==> config.mk <==
export PLATFORM = sky130hd
export DESIGN_NAME = freq_meter
export DESIGN_NICKNAME = d
export VERILOG_FILES = /design/src/rtl/freq_meter.sv
export SDC_FILE = /design/constraint.sdc
export NUM_CORES = 1
export LEC_CHECK = 0
export ABC_AREA = 1
export BUFFER_PORTS_ARGS = -buffer_cell sky130_fd_sc_hd__buf_2
export CAP_MARGIN = 10
export CORE_UTILIZATION = 51
export DETAILED_ROUTE_END_ITERATION = 10
export MAX_ROUTING_LAYER = met4
export PLACE_DENSITY_LB_ADDON = 0.15
export REMOVE_ABC_BUFFERS = 1
export SLEW_MARGIN = 5
export SYNTH_ARGS = -nofsm -noshare
export SYNTH_HDL_FRONTEND = slang
export SYNTH_SLANG_ARGS = --single-unit
export TNS_END_PERCENT = 100
==> constraint.sdc <==
create_clock -name clk -period 2.9 [get_ports clk]
set_input_delay 0.29 -clock clk [delete_from_list [all_inputs] [get_ports clk]]
set_output_delay 0.29 -clock clk [all_outputs]
set_load 0.03 [all_outputs]
==> src/rtl/freq_meter.sv <==
// freq_meter: counts synchronized rising edges of sig_in over a fixed
// window of GATE_CYCLES clk cycles and reports the count once per window.
module freq_meter #(
  parameter int unsigned GATE_CYCLES = 100000000,
  parameter int unsigned CNT_W       = 27
) (
  input  logic             clk,
  input  logic             rst,
  input  logic             sig_in,
  input  logic             en,
  output logic [CNT_W-1:0] freq,
  output logic             valid,
  output logic             overflow,
  output logic             busy
);

  localparam int unsigned         GATE_W    = $clog2(GATE_CYCLES);
  localparam int unsigned         SUM_W     = CNT_W + 1;
  localparam logic [GATE_W-1:0]   GATE_LAST = GATE_W'(GATE_CYCLES - 1);
  localparam logic [CNT_W-1:0]    CNT_MAX   = {CNT_W{1'b1}};

  typedef enum logic {
    IDLE = 1'b0,
    GATE = 1'b1
  } state_t;

  state_t              state_q;
  logic                s1_q;
  logic                s2_q;
  logic                s3_q;
  logic [GATE_W-1:0]   gate_cnt_q;
  logic [CNT_W-1:0]    edge_cnt_q;
  logic [CNT_W-1:0]    edge_cnt_d;
  logic                sat_q;
  logic                sat_d;
  logic [CNT_W-1:0]    freq_q;
  logic                valid_q;
  logic                overflow_q;
  logic                rise_c;
  logic [SUM_W-1:0]    sum_c;
  logic                add_sat_c;

  // Two-flop synchronizer plus history flop; runs in every state.
  always_ff @(posedge clk or posedge rst) begin
    if (rst) begin
      s1_q <= 1'b0;
      s2_q <= 1'b0;
      s3_q <= 1'b0;
    end else begin
      s1_q <= sig_in;
      s2_q <= s1_q;
      s3_q <= s2_q;
    end
  end

  assign rise_c = s2_q & ~s3_q;

  // Saturating edge-count increment, shared by counting and terminal cycles.
  always_comb begin
    sum_c      = {1'b0, edge_cnt_q} + SUM_W'(rise_c);
    add_sat_c  = sum_c[SUM_W-1];
    edge_cnt_d = add_sat_c ? CNT_MAX : sum_c[CNT_W-1:0];
    sat_d      = sat_q | add_sat_c;
  end

  // Gate FSM: window counting, result capture, abort on en low.
  always_ff @(posedge clk or posedge rst) begin
    if (rst) begin
      state_q    <= IDLE;
      gate_cnt_q <= '0;
      edge_cnt_q <= '0;
      sat_q      <= 1'b0;
      freq_q     <= '0;
      valid_q    <= 1'b0;
      overflow_q <= 1'b0;
    end else begin
      valid_q <= 1'b0;
      if (state_q == IDLE) begin
        if (en) begin
          state_q    <= GATE;
          gate_cnt_q <= '0;
          edge_cnt_q <= '0;
          sat_q      <= 1'b0;
        end
      end else begin
        if (!en) begin
          // Abort: partial window is dropped, results keep their old values.
          state_q    <= IDLE;
          gate_cnt_q <= '0;
          edge_cnt_q <= '0;
          sat_q      <= 1'b0;
        end else if (gate_cnt_q == GATE_LAST) begin
          // Terminal cycle: its own rise belongs to the ending window.
          freq_q     <= edge_cnt_d;
          overflow_q <= sat_d;
          valid_q    <= 1'b1;
          gate_cnt_q <= '0;
          edge_cnt_q <= '0;
          sat_q      <= 1'b0;
        end else begin
          gate_cnt_q <= gate_cnt_q + GATE_W'(1);
          edge_cnt_q <= edge_cnt_d;
          sat_q      <= sat_d;
        end
      end
    end
  end

  assign freq     = freq_q;
  assign valid    = valid_q;
  assign overflow = overflow_q;
  assign busy     = (state_q == GATE);

endmodule

**Word-level counts from Yosys, hierarchy flattened**

Index checks and enable logic that the tools add are counted.

- Multiplexer cells: 16
- Equality and inequality tests: 1
- $add $sub $neg: 2
- Reduce and logical (&&, ||, !) cells: 2
- Bitwise logic cells: 3

Operator list:

| cell | count |
|---|---|
| two-way mux 27 bit | 8 |
| adder 27 x 1 -> 28 bit | 1 |
| adder 27 x 1 -> 27 bit, second input constant | 1 |
| == test 27 bit, second input constant | 1 |
| two-way mux 1 bit | 8 |
| AND reduction 3 bit | 1 |
| nonzero test 2 bit | 1 |
| bitwise AND 1 bit | 1 |
| NOT 1 bit | 1 |
| bitwise OR 1 bit | 1 |

- Input bits: 4
- Output and inout port bits: 30
- Bits in registers: 88
- Word-level logic and storage cells: 34

**Longest topological paths before layout**

Gate-level depths: netlist (run 1).

- Depth in word-level cells: 7
- Gate-level depth with buffers: 13
- Depth with buffers taken out: 13

**Least setup slack after synthesis (run 1)**

OpenSTA, ideal clock, no wires.

- Path kind: reg2reg
- Start: reg s3_q
- End: reg freq_q[16] (netlist: freq[16])
- Required time: 2.783 ns
- Buffers on the path: 0
- Cell stages (with the launch flop): 12
- Arrival time: 1.598 ns
- Setup time: 0.117 ns
- Slack: 1.186 ns
- Period minus slack after synthesis: 1.714 ns
- Cell sequence: dfrtp_1 nor2_1 ha_1 ha_1 nand2_1 nor2_2 nand2_1 nor2_2 xnor2_1 nand2_1 nand2_1 nand2_1

- Cells in the longest elaborated chain, start to end: 4

RTL lines:

| element | line | RTL |
|---|---|---|
| from (decl) | 30 | `logic s3_q;` |
| from (signal assigned) | 52 | `s3_q <= s2_q;` |
| NOT 1 bit | 56 | `assign rise_c = s2_q & ~s3_q;` |
| bitwise AND 1 bit | 56 |  |
| adder 27 x 1 -> 28 bit | 60 | `sum_c = {1'b0, edge_cnt_q} + SUM_W'(rise_c);` |
| two-way mux 27 bit | 62 | `edge_cnt_d = add_sat_c ? CNT_MAX : sum_c[CNT_W-1:0];` |
| to (signal assigned) | 94 | `freq_q <= edge_cnt_d;` |
| to (decl) | 36 | `logic [CNT_W-1:0] freq_q;` |

No other way between the ends.
A chain may end at the register's enable or synchronous reset.

**Worst setup path after layout (run 1)**

Ends and elaborated chain as after synthesis.

==> flow_metrics.py, run 1 <==
metrics = {
    "clock_network": {
        "clk-insertion-delay-late_ns": 0.36,
        "cts_buffers": 9,
        "post_cts_resized": 0,
        "clock_tree.buffer_depth": 2,
        "clk_pin_slew_worst_paths_ns": 0.09,
        "post_cts_hold_buffer_count": 0,
        "post_cts_buffers": 0,
        "cts-root-buf": "clkbuf_8",
        "cts_tree": "done",
        "clock_sinks": 88,
        "htree_num_levels": 3,
    },
    "sta": {
        "worst_hold_slack_ns": 0.0213,
        "clock_skew_ns": 0.0119,
        "fin_setup_tns_ns": 0,
        "timing_max_transition_violations_final": 0,
        "final_critical_path_setup_slack_ns": 0.872,
        "slew_headroom_pct": 62.4,
        "final_period_minus_worst_setup_slack_ns": 2.03,
        "setup_violations": 0,
        "worst-slew-pin-transition_ns": 0.564,
        "unrepaired_setup_endpoints_after_global_routing": "no",
        "finalCritPeriodShare_pct": 69.9,
        "fmaxAchievable_mhz": 493,
        "final_hold_viol_count": 0,
    },
    "worst_setup_path": {
        "crit_path_cell_trace": "nor2_1 -> ha_1 -> ha_1 -> nand2_1 -> nor2_2 -> nand2_1 -> nor2_2 -> xnor2_1 -> nand2_1 -> nand2_1 -> nand2_1",
        "crit_path_max_fanout": 5,
        "setup.worst_path.end_class": "register",
        "worst-setup-path-type": "register to register",
        "timing.critical_path.max_delay_family": "simple AND/OR/NAND/NOR gates",
        "slowest_delay_ns": 0.38,
        "crit_buf_inv": 0,
        "cp-start-kind": "register",
        "critical_path_required_ns": 3.15,
        "slowest_stage": "dfrtp_1",
        "crit_top_cell": "nand2_1",
        "critPathArrivalTime_ns": 2.28,
    },
    "power": {
        "vdd.ir_drop.worst_mv": 0.256,
        "total_power_mw": 2.14,
        "powerDensity_mw_per_mm2": 400,
        "static_leak_nw": 2.74,
    },
    "place": {
        "placed_area_sq_mm": 0.00516,
        "placedCellCount": 825,
        "hpwlAfterDp_mm": 7.23,
        "detailedPlace.worstSlack_ns": 0.869,
        "globalplace.congestion": 1.01,
        "place.port_buffers": 33,
    },
    "synthesis": {
        "synth.ff_latch_count": 88,
        "synthDominantAreaCellType": "dfrtp_1",
        "synth.cell_area_sq_mm": 0.00491,
        "count_of_cell_types_in_the_netlist": 32,
        "synth_sequential_area_ratio_pct": 44.9,
        "ys_top_cells_by_area": "dfrtp_1 45%, nand2_1 22%, nor2_1 4.9%",
        "ys.warnings.count": 0,
        "syn-instance-count": 676,
        "synthesized_area_per_cell_sq_um": 7.26,
        "post-synth-top-area-fraction_pct": 44.9,
    },
    "floorplanning": {
        "rows": 35,
        "placeableCoreArea_sq_mm": 0.00928,
        "floorplan.initialDensity_pct": 52.9,
        "dieWidth_um": 100,
        "chipHeight_um": 100,
        "fp.dieArea_sq_mm": 0.0100,
        "io-pin-count": 34,
    },
    "cells_and_area": {
        "fin_cells": 841,
        "final_net_count": 714,
        "utilization_pct": 57.7,
        "postLayoutCellArea_sq_mm": 0.00536,
        "fraction_of_layout_instances_using_a_drive_strength_above_1_pct": 12.2,
        "num_antenna_cells": 0,
        "area_delta_synth_final_pct": 9.13,
    },
    "flow_run": {
        "max-cap-violations": 0,
    },
    "route": {
        "postRouteAntennaNets": 0,
        "drt-initial-drc-count": 176,
        "routed_via_density": 5.06,
        "routed-via-count": 4252,
        "dr_wl_cell_um": 12.6,
        "detail_route.first_pass.iterations": 4,
        "remaining_drc_errors": 0,
        "finalWirelength_mm": 10.6,
    },
    "global_route": {
        "grt_antenna_before_repair": 0,
        "grt_first_pass_wirelength_mm": 18.7,
        "grt_pass1_vias": 4105,
        "grt_start_max_net_pins": 89,
        "global_route.overflow_total": 0,
        "grt_util_all_layers_pct": 24.1,
    },
    "outcome": {
        "run_status": "finished, final reports clean",
    },
    "hold_path": {
        "min_path_type": "input pin to asynchronous set/reset pin",
    },
}
==> path summary, 6_finish.rpt <==
path                         from  depth (start not counted)             end  slack (ns)
min                           rst                          3            s2_q        0.02
max reg2reg                  s3_q                         11        freq[16]        0.87
max                          s3_q                         11        freq[16]        0.87
min in group clk           sig_in                          1            s1_q        0.04
max in group asynchronous     rst                          3  gate_cnt_q[15]        2.54
min reg2reg                  s1_q                          0            s2_q        0.36
==> cell usage after synthesis, drive strengths merged <==
master	n
a21oi	8
and2	1
buf	12
clkbuf	5
dfrtp	88
ha	3
inv	53
nand2	303
nand3	54
nand3b	7
nand4	7
nor2	74
nor3	4
nor3b	1
o21a	1
o21ai	30
o21bai	1
o22ai	6
or2	2
xnor2	4
xor2	12
==> registers in the layout, summed over array words and instances, names as in the netlist <==
register	cells
gate_cnt_q	27
s2_q	1
valid	1
edge_cnt_q	27
freq	27
sat_q	1
s1_q	1
overflow	1
s3_q	1
busy	1
==> logic make-up after synthesis <==
kind of cell,after synthesis,share of synthesized area [%]
buffers and inverters,70,6.53
adder cells (fa/ha/maj),3,0.765
XOR/XNOR,16,2.86
AO/OA/AOI/OAI,46,4.95
flip-flops,88,44.9
AND/OR/NAND/NOR,453,40.0
==> power by group <==
| group | switching (mW) | internal [mW] | leakage, nW |
|---|---|---|---|
| Sequential | 0.00443 | 1.23 | 1.22 |
| Clock | 0.468 | 0.363 | 0.0882 |
| Combinational | 0.0606 | 0.0146 | 1.43 |
==> worst min-delay path, delay by kind of cell <==
kind	cells	cell delay, ns
buffers and inverters	3	0.52
==> layer usage <==
metal	GRT usage [%]	part of all wire, %
met5	-	0
met4	8.14	1.8
met3	4.67	4.2
met2	39.0	47
met1	30.4	47
==> placed cells by master, fill, tap and decap left out, types with 7 or more instances in the layout <==
cell type,instances
buf_2,33
nand2_2,9
nand3b_1,7
xor2_1,12
nand2_1,293
inv_1,49
nand4_1,7
o21ai_0,29
dfrtp_1,88
clkbuf_8,11
a21oi_1,8
nor2_1,63
nand3_1,47
==> layout make-up <==
type,instances,area [sq um]
timing repair buffer,37,208
tap,129,161
sequential,88,2200
clock inverter,5,40.0
inverter,53,205
clock buffer,11,151
multi-input combinational,518,2390
fill,893,3930
(Power assumes the default switching activity.)
==> inputs of run 2 (changes only) <==
- clock period: 2.9 -> 1.7 ns (I/O delays scaled with it)
==> run 2 against run 1 <==
Effect of this change: the flow now finishes with violations (setup timing); largest cell class unchanged; critical endpoint is now edge_cnt_q[10]; critical path type unchanged; highest routed layer unchanged; sequential share of layout area down 6.9 points; via count up 9.5%; fmax up 8.6%.
==> flow_metrics.py, run 2 (same netlist as run 1, synthesis figures left out) <==
metrics = {
    "outcome": {
        "run_status": "finished with violations",
        "violated_checks": "setup timing",
    },
    "cells_and_area": {
        "area_delta_synth_final_pct": 31.2,
        "final_net_count": 777,
        "fraction_of_layout_instances_using_a_drive_strength_above_1_pct": 27.6,
        "fin_cells": 904,
        "utilization_pct": 69.3,
        "num_antenna_cells": 0,
        "mostFrequentLayoutCells": "262 x nand2_1, 86 x dfrtp_1, 53 x nor2_1",
        "layout.cells.most_common": "nand2_1",
        "postLayoutCellArea_sq_mm": 0.00644,
    },
    "global_route": {
        "global_route.overflow_total": 0,
        "grt_pass1_vias": 4325,
        "grt_util_all_layers_pct": 26.2,
        "grt_start_max_net_pins": 46,
        "grt_first_pass_wirelength_mm": 20.0,
        "grt_antenna_before_repair": 0,
    },
    "sta": {
        "unrepaired_setup_endpoints_after_global_routing": "yes",
        "final_critical_path_setup_slack_ns": -0.167,
        "clock_skew_ns": 0.0210,
        "fmaxAchievable_mhz": 535,
        "finalCritPeriodShare_pct": 110,
        "final_period_minus_worst_setup_slack_ns": 1.87,
        "worst_hold_slack_ns": 0.297,
        "setup_violations": 55,
        "worst-slew-pin-transition_ns": 0.658,
        "final_hold_viol_count": 0,
        "timing_max_transition_violations_final": 0,
        "slew_headroom_pct": 56.1,
    },
    "worst_setup_path": {
        "critical_path_required_ns": 2.02,
        "regToRegStartpoint": "s3_q",
        "slowest_stage": "dfrtp_1",
        "slowest_delay_ns": 0.38,
        "crit_path_max_fanout": 5,
        "reg2regPathDepth": 10,
        "crit_path_cell_trace": "nor2_2 -> ha_4 -> ha_4 -> nand2_4 -> nor2_4 -> nand3b_1 -> or2_4 -> nand3_2 -> nand2_1 -> nand2_1",
        "cp-start-kind": "register",
        "setup.worst_path.end_class": "register",
        "worst-setup-path-type": "register to register",
        "reg2reg_setup_slack_ns": -0.17,
        "reg2reg_to": "edge_cnt_q[10]",
        "critPathArrivalTime_ns": 2.18,
    },
    "place": {
        "placed_area_sq_mm": 0.00552,
        "placedCellCount": 866,
        "hpwlAfterDp_mm": 8.29,
        "place.port_buffers": 33,
        "globalplace.congestion": 0.914,
    },
    "route": {
        "postRouteAntennaNets": 0,
        "routed-via-count": 4654,
        "routed_via_density": 5.15,
        "drt-initial-drc-count": 215,
        "finalWirelength_mm": 12.9,
        "remaining_drc_errors": 0,
        "detail_route.first_pass.iterations": 4,
        "dr_wl_cell_um": 14.3,
    },
    "floorplanning": {
        "fp.dieArea_sq_mm": 0.0100,
        "io-pin-count": 34,
        "chipHeight_um": 100,
        "floorplan.initialDensity_pct": 52.9,
        "rows": 35,
        "dieWidth_um": 100,
        "placeableCoreArea_sq_mm": 0.00928,
    },
    "clock_network": {
        "clk_pin_slew_worst_paths_ns": 0.09,
        "clk-insertion-delay-late_ns": 0.38,
        "cts_buffers": 9,
        "cts_tree": "done",
        "clock_sinks": 88,
        "htree_num_levels": 3,
        "clock_tree.buffer_depth": 2,
        "cts-root-buf": "clkbuf_8",
    },
    "flow_run": {
        "max-cap-violations": 0,
    },
    "power": {
        "static_leak_nw": 3.30,
        "vdd.ir_drop.worst_mv": 0.353,
        "powerDensity_mw_per_mm2": 594,
    },
    "hold_path": {
        "min_path_type": "input pin to asynchronous set/reset pin",
    },
}
run 2: metrics by stage:
| stage | setup TNS [ns] | worst slack [ns] | power (mW) |
|---|---|---|---|
| floorplan | -91.90 | -0.886 | 2.23 |
| CTS | -3.36 | -0.124 | 3.83 |
| global route | -10.93 | -0.274 | 3.95 |
| finish | -4.48 | -0.167 | 3.82 |
| detailed placement | -3.78 | -0.225 | 2.30 |
| global placement | -2.62 | -0.155 | 2.30 |
run 2: how the worst max path moves through the flow:
stage / from / end / slack, ns / cells after the start
final: s3_q / edge_cnt_q[10] / -0.17 / 10
after global routing: s2_q / edge_cnt_q[10] / -0.27 / 11
after detailed placement: s2_q / edge_cnt_q[20] / -0.23 / 13
after CTS: s2_q / freq[26] / -0.12 / 13
after global placement: s2_q / freq[24] / -0.16 / 13
after floorplan: busy / sat_q / -0.89 / 4
run 2: critical path: cells and delay by family (launching register included):
family	cells	cell delay (ns)
fa+ha+maj	2	0.33
flops	1	0.38
simple gates	8	1.09
run 2: layout make-up:
type | instances | area (sq um)
sequential | 88 | 2200
clock inverter | 7 | 80.1
multi-input combinational | 518 | 2790
clock buffer | 9 | 124
inverter | 53 | 218
timing repair inverter | 1 | 11.3
timing repair buffer | 99 | 850
fill | 784 | 2850
tap | 129 | 161
run 2: routing by layer:
layer,up-vias,track usage [%],part of all wire [%]
met5,-,-,0
met4,0,8.25,3.0
met3,36,4.46,4.5
met2,99,44.2,51
met1,2204,32.1,42
li1,2315,-,-
run 2: what timing repair did:
item                       in CTS  in global routing
cloned                          0                  4
hold buffers                    3                  0
buffers inserted                1                 15
setup endpoints to repair      47                 75
hold endpoints to repair       20                  0
pin swaps                      11                 44
resized for setup              21                102
run 2: where the power goes:
| part | switching [mW] | leakage, nW | internal, mW |
|---|---|---|---|
| logic | 0.115 | 1.99 | 0.0489 |
| clock network | 0.851 | 0.102 | 0.698 |
| registers | 0.0103 | 1.22 | 2.10 |
| total | 0.976 | 3.30 | 2.85 |
